==> src/rtl/bsg_dmc_pkg.sv <==
// Shared DMC configuration types: the bsg_dmc_s struct, the tag payload layout
// for the fourteen config nodes, and the state encodings of the tag sender.
package bsg_dmc_pkg;

  localparam int dmc_cfg_num_nodes_c      = 14;
  localparam int dmc_cfg_payload_width_c  = 8;
  localparam int dmc_cfg_sys_reset_node_c = 12;
  localparam int dmc_cfg_stall_node_c     = 13;

  typedef struct packed {
    logic [15:0] trefi;
    logic [3:0]  tmrd;
    logic [3:0]  trfc;
    logic [3:0]  trc;
    logic [3:0]  trp;
    logic [3:0]  tras;
    logic [3:0]  trrd;
    logic [3:0]  trcd;
    logic [3:0]  twr;
    logic [3:0]  twtr;
    logic [3:0]  trtp;
    logic [3:0]  tcas;
    logic [3:0]  col_width;
    logic [3:0]  row_width;
    logic [1:0]  bank_width;
    logic [5:0]  bank_pos;
    logic [2:0]  dqs_sel_cal;
    logic [15:0] init_cycles;
  } bsg_dmc_s;

  typedef logic [dmc_cfg_num_nodes_c-1:0][dmc_cfg_payload_width_c-1:0] bsg_dmc_cfg_payload_s;

  // Bit-level packet states; the line always carries the field named by the state.
  typedef enum logic [2:0] {
    TAG_IDLE,
    TAG_START,
    TAG_ID,
    TAG_DNR,
    TAG_LEN,
    TAG_PAYLOAD,
    TAG_GAP
  } tag_state_e;

  typedef enum logic {
    SEQ_IDLE,
    SEQ_SEND
  } seq_state_e;

  function automatic bsg_dmc_cfg_payload_s pack_cfg_payload(input bsg_dmc_s dmc,
                                                            input logic     sys_reset,
                                                            input logic     stall);
    bsg_dmc_cfg_payload_s p;
    p[0]  = dmc.trefi[7:0];
    p[1]  = dmc.trefi[15:8];
    p[2]  = {dmc.trfc, dmc.tmrd};
    p[3]  = {dmc.trp, dmc.trc};
    p[4]  = {dmc.trrd, dmc.tras};
    p[5]  = {dmc.twr, dmc.trcd};
    p[6]  = {dmc.trtp, dmc.twtr};
    p[7]  = {1'b0, dmc.dqs_sel_cal, dmc.tcas};
    p[8]  = {dmc.row_width, dmc.col_width};
    p[9]  = {dmc.bank_pos, dmc.bank_width};
    p[10] = dmc.init_cycles[7:0];
    p[11] = dmc.init_cycles[15:8];
    p[dmc_cfg_sys_reset_node_c] = {7'b0, sys_reset};
    p[dmc_cfg_stall_node_c]     = {7'b0, stall};
    return p;
  endfunction

endpackage

==> src/rtl/bsg_dmc_tag_packet_serializer.sv <==
// Sends one bsg_tag packet (start, id, data_not_reset, length, payload, gap),
// every field LSB first; accepts the next packet during its final gap bit.
module bsg_dmc_tag_packet_serializer
  import bsg_dmc_pkg::*;
#(
  parameter int id_width_p   = 4,
  parameter int len_width_p  = 4,
  parameter int gap_cycles_p = 2
) (
  input  logic                  clk_i,
  input  logic                  reset_n_i,
  input  logic                  v_i,
  output logic                  ready_o,
  input  logic [id_width_p-1:0] id_i,
  input  logic                  dnr_i,
  input  logic [7:0]            payload_i,
  output logic                  tag_data_o,
  output logic                  done_o
);

  localparam logic [len_width_p-1:0] len_c = len_width_p'(dmc_cfg_payload_width_c);
  localparam logic [7:0] id_last_c   = 8'(id_width_p - 1);
  localparam logic [7:0] len_last_c  = 8'(len_width_p - 1);
  localparam logic [7:0] pay_last_c  = 8'(dmc_cfg_payload_width_c - 1);
  localparam logic [7:0] gap_last_c  = 8'(gap_cycles_p - 1);

  tag_state_e            state_reg;
  logic [7:0]            cnt_reg;
  logic [7:0]            sh_reg;
  logic [id_width_p-1:0] id_reg;
  logic                  dnr_reg;
  logic [7:0]            payload_reg;
  logic                  data_reg;

  assign done_o     = (state_reg == TAG_GAP) && (cnt_reg == gap_last_c);
  assign ready_o    = (state_reg == TAG_IDLE) || done_o;
  assign tag_data_o = data_reg;

  always_ff @(posedge clk_i or negedge reset_n_i) begin
    if (!reset_n_i) begin
      state_reg   <= TAG_IDLE;
      cnt_reg     <= '0;
      sh_reg      <= '0;
      id_reg      <= '0;
      dnr_reg     <= 1'b0;
      payload_reg <= '0;
      data_reg    <= 1'b0;
    end else if (v_i && ready_o) begin
      state_reg   <= TAG_START;
      data_reg    <= 1'b1;
      id_reg      <= id_i;
      dnr_reg     <= dnr_i;
      payload_reg <= payload_i;
      cnt_reg     <= '0;
    end else begin
      case (state_reg)
        TAG_START: begin
          data_reg  <= id_reg[0];
          sh_reg    <= 8'(id_reg >> 1);
          cnt_reg   <= '0;
          state_reg <= TAG_ID;
        end
        TAG_ID: begin
          if (cnt_reg == id_last_c) begin
            data_reg  <= dnr_reg;
            state_reg <= TAG_DNR;
          end else begin
            data_reg <= sh_reg[0];
            sh_reg   <= sh_reg >> 1;
            cnt_reg  <= cnt_reg + 8'd1;
          end
        end
        TAG_DNR: begin
          data_reg  <= len_c[0];
          sh_reg    <= 8'(len_c >> 1);
          cnt_reg   <= '0;
          state_reg <= TAG_LEN;
        end
        TAG_LEN: begin
          if (cnt_reg == len_last_c) begin
            data_reg  <= payload_reg[0];
            sh_reg    <= payload_reg >> 1;
            cnt_reg   <= '0;
            state_reg <= TAG_PAYLOAD;
          end else begin
            data_reg <= sh_reg[0];
            sh_reg   <= sh_reg >> 1;
            cnt_reg  <= cnt_reg + 8'd1;
          end
        end
        TAG_PAYLOAD: begin
          if (cnt_reg == pay_last_c) begin
            data_reg  <= 1'b0;
            cnt_reg   <= '0;
            state_reg <= TAG_GAP;
          end else begin
            data_reg <= sh_reg[0];
            sh_reg   <= sh_reg >> 1;
            cnt_reg  <= cnt_reg + 8'd1;
          end
        end
        TAG_GAP: begin
          data_reg <= 1'b0;
          if (cnt_reg == gap_last_c) begin
            state_reg <= TAG_IDLE;
          end else begin
            cnt_reg <= cnt_reg + 8'd1;
          end
        end
        default: begin
          data_reg  <= 1'b0;
          state_reg <= TAG_IDLE;
        end
      endcase
    end
  end

endmodule

==> src/rtl/bsg_dmc_tag_cfg_sender.sv <==
// Packs a bsg_dmc_s config into node payloads and sends one tag packet per selected
// node in ascending order. BSG_DMC_TAG_CFG_SENDER_RESET_EN prefixes each with a reset packet.
module bsg_dmc_tag_cfg_sender
  import bsg_dmc_pkg::*;
#(
  parameter int num_nodes_p      = dmc_cfg_num_nodes_c,
  parameter int node_id_offset_p = 0,
  parameter int node_id_width_p  = 4,
  parameter int len_width_p      = 4,
  parameter int gap_cycles_p     = 2
) (
  input  logic                   clk_i,
  input  logic                   reset_n_i,
  input  logic                   v_i,
  output logic                   ready_o,
  input  bsg_dmc_s               dmc_p_i,
  input  logic                   sys_reset_i,
  input  logic                   stall_transmission_i,
  input  logic [num_nodes_p-1:0] node_mask_i,
  output logic                   tag_data_o,
  output logic                   busy_o,
  output logic                   done_o
);

  localparam int idx_w_c = (num_nodes_p > 1) ? $clog2(num_nodes_p) : 1;

`ifdef BSG_DMC_TAG_CFG_SENDER_RESET_EN
  localparam logic first_phase_c = 1'b0;
`else
  localparam logic first_phase_c = 1'b1;
`endif

  seq_state_e           state_reg;
  logic [num_nodes_p-1:0] rem_reg;
  logic [idx_w_c-1:0]   cur_reg;
  logic                 data_phase_reg;
  bsg_dmc_cfg_payload_s payload_reg;
  logic                 busy_reg;
  logic                 done_reg;

  bsg_dmc_cfg_payload_s payload_live;
  bsg_dmc_cfg_payload_s payload_src;
  logic [num_nodes_p-1:0] scan_src;
  logic [idx_w_c-1:0]   next_idx;
  logic [idx_w_c-1:0]   sel_idx;
  logic                 any_next;
  logic                 use_cur;
  logic                 more;
  logic                 ser_v;
  logic                 ser_ready;
  logic                 ser_done;
  logic                 ser_dnr;
  logic [node_id_width_p-1:0] ser_id;
  logic [7:0]           ser_payload;

  assign payload_live = pack_cfg_payload(dmc_p_i, sys_reset_i, stall_transmission_i);
  assign payload_src  = (state_reg == SEQ_IDLE) ? payload_live : payload_reg;

  // Lowest selected node still pending; the raw mask is scanned on the accept cycle.
  always_comb begin
    scan_src = (state_reg == SEQ_IDLE) ? node_mask_i : rem_reg;
    next_idx = '0;
    any_next = 1'b0;
    for (int i = num_nodes_p - 1; i >= 0; i--) begin
      if (scan_src[i]) begin
        next_idx = idx_w_c'(i);
        any_next = 1'b1;
      end
    end
  end

  // A reset packet is in flight, so the data packet for the same node goes next.
  assign use_cur     = (state_reg == SEQ_SEND) && !data_phase_reg;
  assign more        = use_cur || any_next;
  assign sel_idx     = use_cur ? cur_reg : next_idx;
  assign ser_dnr     = use_cur || first_phase_c;
  assign ser_id      = node_id_width_p'(node_id_offset_p + int'(sel_idx));
  assign ser_payload = ser_dnr ? payload_src[sel_idx] : 8'hFF;
  assign ser_v       = (state_reg == SEQ_IDLE) ? (v_i && any_next && ser_ready)
                                               : (ser_ready && more);

  bsg_dmc_tag_packet_serializer #(
    .id_width_p   (node_id_width_p),
    .len_width_p  (len_width_p),
    .gap_cycles_p (gap_cycles_p)
  ) serializer (
    .clk_i      (clk_i),
    .reset_n_i  (reset_n_i),
    .v_i        (ser_v),
    .ready_o    (ser_ready),
    .id_i       (ser_id),
    .dnr_i      (ser_dnr),
    .payload_i  (ser_payload),
    .tag_data_o (tag_data_o),
    .done_o     (ser_done)
  );

  always_ff @(posedge clk_i or negedge reset_n_i) begin
    if (!reset_n_i) begin
      state_reg      <= SEQ_IDLE;
      rem_reg        <= '0;
      cur_reg        <= '0;
      data_phase_reg <= 1'b0;
      payload_reg    <= '0;
      busy_reg       <= 1'b0;
      done_reg       <= 1'b0;
    end else begin
      done_reg <= 1'b0;
      case (state_reg)
        SEQ_IDLE: begin
          if (v_i) begin
            payload_reg    <= payload_live;
            rem_reg        <= node_mask_i & ~(num_nodes_p'(1) << next_idx);
            cur_reg        <= next_idx;
            data_phase_reg <= first_phase_c;
            if (any_next) begin
              state_reg <= SEQ_SEND;
              busy_reg  <= 1'b1;
            end else begin
              done_reg <= 1'b1;
            end
          end
        end
        SEQ_SEND: begin
          if (ser_done) begin
            if (more) begin
              if (use_cur) begin
                data_phase_reg <= 1'b1;
              end else begin
                rem_reg        <= rem_reg & ~(num_nodes_p'(1) << next_idx);
                cur_reg        <= next_idx;
                data_phase_reg <= first_phase_c;
              end
            end else begin
              state_reg <= SEQ_IDLE;
              busy_reg  <= 1'b0;
              done_reg  <= 1'b1;
            end
          end
        end
        default: state_reg <= SEQ_IDLE;
      endcase
    end
  end

  assign busy_o  = busy_reg;
  assign done_o  = done_reg;
  assign ready_o = !busy_reg;

endmodule

==> config.mk <==
export PLATFORM = sky130hd
export DESIGN_NAME = bsg_dmc_tag_cfg_sender
export DESIGN_NICKNAME = d
export VERILOG_FILES = /design/src/rtl/bsg_dmc_pkg.sv /design/src/rtl/bsg_dmc_tag_packet_serializer.sv /design/src/rtl/bsg_dmc_tag_cfg_sender.sv
export SDC_FILE = /design/constraint.sdc
export NUM_CORES = 1
export LEC_CHECK = 0
export CORE_ASPECT_RATIO = 0.6
export CORE_UTILIZATION = 35
export CTS_BUF_LIST = sky130_fd_sc_hd__clkbuf_4 sky130_fd_sc_hd__clkbuf_8
export DETAILED_ROUTE_END_ITERATION = 10
export MAX_ROUTING_LAYER = met4
export SLEW_MARGIN = 30
export SYNTH_ARGS = -nofsm -noshare
export SYNTH_HDL_FRONTEND = slang
export SYNTH_HIERARCHICAL = 1
export SYNTH_SLANG_ARGS = --single-unit
==> constraint.sdc <==
create_clock -name clk_i -period 7.6 [get_ports clk_i]
set_clock_uncertainty 0.05 [all_clocks]
set_input_delay 1.52 -clock clk_i [delete_from_list [all_inputs] [get_ports clk_i]]
set_output_delay 1.52 -clock clk_i [all_outputs]
set_load 0.01 [all_outputs]
==> results.toml <==
[clock_network]
ctsHtreeMaxLevel = 4
clockBufferDepth = 2
cts.sinks = 151
cts_made_buffers = 17
cts_resized = 0
clkLatencyLatePin_ps = 470
postCtsSetupBuffers = 0
ctsHoldBuffers = 0
cts_tree = "yes"
cts_root_buffer = "clkbuf_8"
path_clk_slew_ps = 90

[timing]
hold_viol = 0
fin_crit_ps = 5180
fin_crit_sh_pct = 68.2
setup_viol = 0
setup_slack_ps = 2420
clock.fmax_mhz = 193
tns_ps = 0
worst_slew_pin_slew_ps = 972
timing.hold.ws_ps = 425
relSlewSlack_pct = 35.2
rsz0062_at_grt = "false"
drv_slew = 0

[floorplanning]
rows = 44
die_x_um = 207
die-area_um2 = 26000
initial_utilization_pct = 36.2
ios = 118
die_height_um = 125
core_area_um2 = 24500

[setup_path]
critPathArrivalTime_ps = 5490
critPathKind = "in2reg"
critical_path_required_ps = 7900
end_kind = "register"
start_kind = "input port"
cp_max_fo = 18

[status]
status = "finished, final reports clean"

[cells_and_area]
num_antenna_cells = 0
largest_reg_flops = 97
drive_gt1_share_pct = 10.8
final_nets = 1191
area_growth_pct = 20.7
fin_cells = 1409

[detailed_routing]
drtPass1Iterations = 6
vias = 7701
ant_nets = 0
drt_iter0_drc = 768
via_per_inst = 5.47
avgRoutedWirePerCell_um = 19.4
drcViolationCount = 0
routed_wl_um = 27300

[logic_synthesis]
synth_area_per_cell_um2 = 8.90
synth_cell_types = 73
syn_area_um2 = 8860
syn_inst = 996
ys.flop_type = "dfrtp_1"
synth_seq_area_share_pct = 42.6
synth_edf_count = 0
ys_ff_latch = 151
yosys_warnings = 6
syn_nets = 1113
synthArstFlopShare_pct = 100

[global_route]
gr-usage-all-layers_pct = 22.1
grt_max_degree = 109
grt_util_met2_pct = 26.9
grt_pass1_vias = 7126
grt_antenna_before_repair = 0
grt_overflow = 0
globalRouteMet3Util_pct = 6.33
grt_pass1_wl_um = 42800
grt.busiest_layer = "met1"
use_met1_pct = 34.8

[placed_design]
preCtsSetupSlack_ps = 2020
dp_cells = 1377
numPortBuffers = 117
gp_congestion = 0.868
dp_hpwl_um = 19400

[power_and_ir_drop]
powerDensity_nw_per_um2 = 326
power.total_mw = 3.48
ir_worst_vdd_mv = 0.154
leakagePower_nw = 5.03

[flow_run]
maxCapViolations = 0

[worst_hold_path]
hp-class = "reg2reg"
[where the power goes]
part	switching (mW)	leakage (nW)	internal, mW	total [mW]
clock	0.334	0.229	0.402	0.737
combinational	0.961	2.89	0.687	1.65
sequential	0.145	1.91	0.954	1.10
total	1.44	5.03	2.04	3.48
[per-layer routing]
metal	routed length (um)	up-vias	share of wire (%)
li1	-	3627	-
met3	2230	14	8.2
met4	229	0	0.84
met5	0	-	0
met2	10300	273	38
met1	14500	3787	53
[synthesized netlist by cell type, types with 11 or more instances]
cell | instances | area (um^2)
nor2b_1 | 11 | 68.8
dfrtp_1 | 151 | 3780
nand2_1 | 348 | 1310
o21ai_0 | 12 | 60.1
o211ai_1 | 14 | 105
clkbuf_1 | 35 | 131
mux2_2 | 42 | 473
nand3_1 | 16 | 80.1
nor2_1 | 32 | 120
buf_2 | 18 | 90.1
a21oi_1 | 18 | 90.1
nor3_1 | 18 | 90.1
mux4_2 | 12 | 270
a32o_1 | 11 | 110
a31oi_1 | 11 | 68.8
a21o_1 | 12 | 90.1
mux2i_1 | 67 | 671
[through the flow]
step | area (um^2) | util (%)
3_3_place_gp | 10200 | 41.7
2_1_floorplan | 8860 | -
6_report | 10700 | 43.7
5_1_grt | 10700 | 43.7
4_1_cts | 10700 | 43.7
3_5_place_dp | 10200 | 41.8
[logic make-up after synthesis]
kind of cell,share of synthesized area [%]
adders and majority gates,0.424
AOI/OAI and AO/OA,11.7
muxes,16.1
xor gates and xnor gates,0.0988
other,0.0423
and+or+nand+nor,25.2
buffers and inverters,3.85
DFF,42.6
[layout make-up]
type,count,area (um^2)
inverter,12,45.0
clock inverter,14,223
multi-input combinational,768,4770
sequential,151,3780
timing repair buffer,124,1230
fill,2385,13800
clock buffer,18,248
tap,322,403
[cell usage in the layout (no fill, tap or decap), drive strengths merged, types with 4 or more instances in the layout]
cell and count:
nand2 348, dfrtp 151, clkdlybuf4s50 116, mux2i 67
mux2 43, nor2 32, a21oi 19, nor3 18
clkbuf 18, nand3 16, o211ai 15, o21ai 15
inv 13, mux4 12, a21o 12, a31oi 11
a32o 11, nor2b 11, or3 10, nand2b 10
nand4 9, nor3b 8, and3 8, buf 8
and2 6, or4 6, a22oi 6, clkinv 6
o22ai 5, a211oi 5, bufinv 5, or2 5
or3b 5, a2bb2oi 4, o21a 4, nor4 4
a22o 4
[worst max-delay path, stage by stage]
cell,delay [ps]
clkdlybuf4s50_1,460
or3_1,410
a211oi_1,330
a211o_1,430
o21a_1,460
inv_2,310
mux4_2,370
and3_1,200
a31oi_1,540
nand4_1,160
mux2_2,280
[final timing paths]
check / cells past startpoint / slack (ps) / to / startpoint
worst max-delay path: 11 / 2420 / serializer/payload_reg[5]$_DFFE_PN0N_ / node_mask_i[2]
worst min-delay path: 2 / 420 / payload_reg[90]$_DFFE_PN0P_ / payload_reg[90]$_DFFE_PN0P_
worst max register to register: 10 / 2910 / serializer/payload_reg[5]$_DFFE_PN0N_ / state_reg$_DFF_PN0_
worst min register to register: 2 / 420 / payload_reg[90]$_DFFE_PN0P_ / payload_reg[90]$_DFFE_PN0P_
max in group asynchronous: 2 / 5240 / state_reg$_DFF_PN0_ / reset_n_i
min in group asynchronous: 1 / 1040 / rem_reg[9]$_DFFE_PN0P_ / reset_n_i
(Power assumes the default switching activity.)
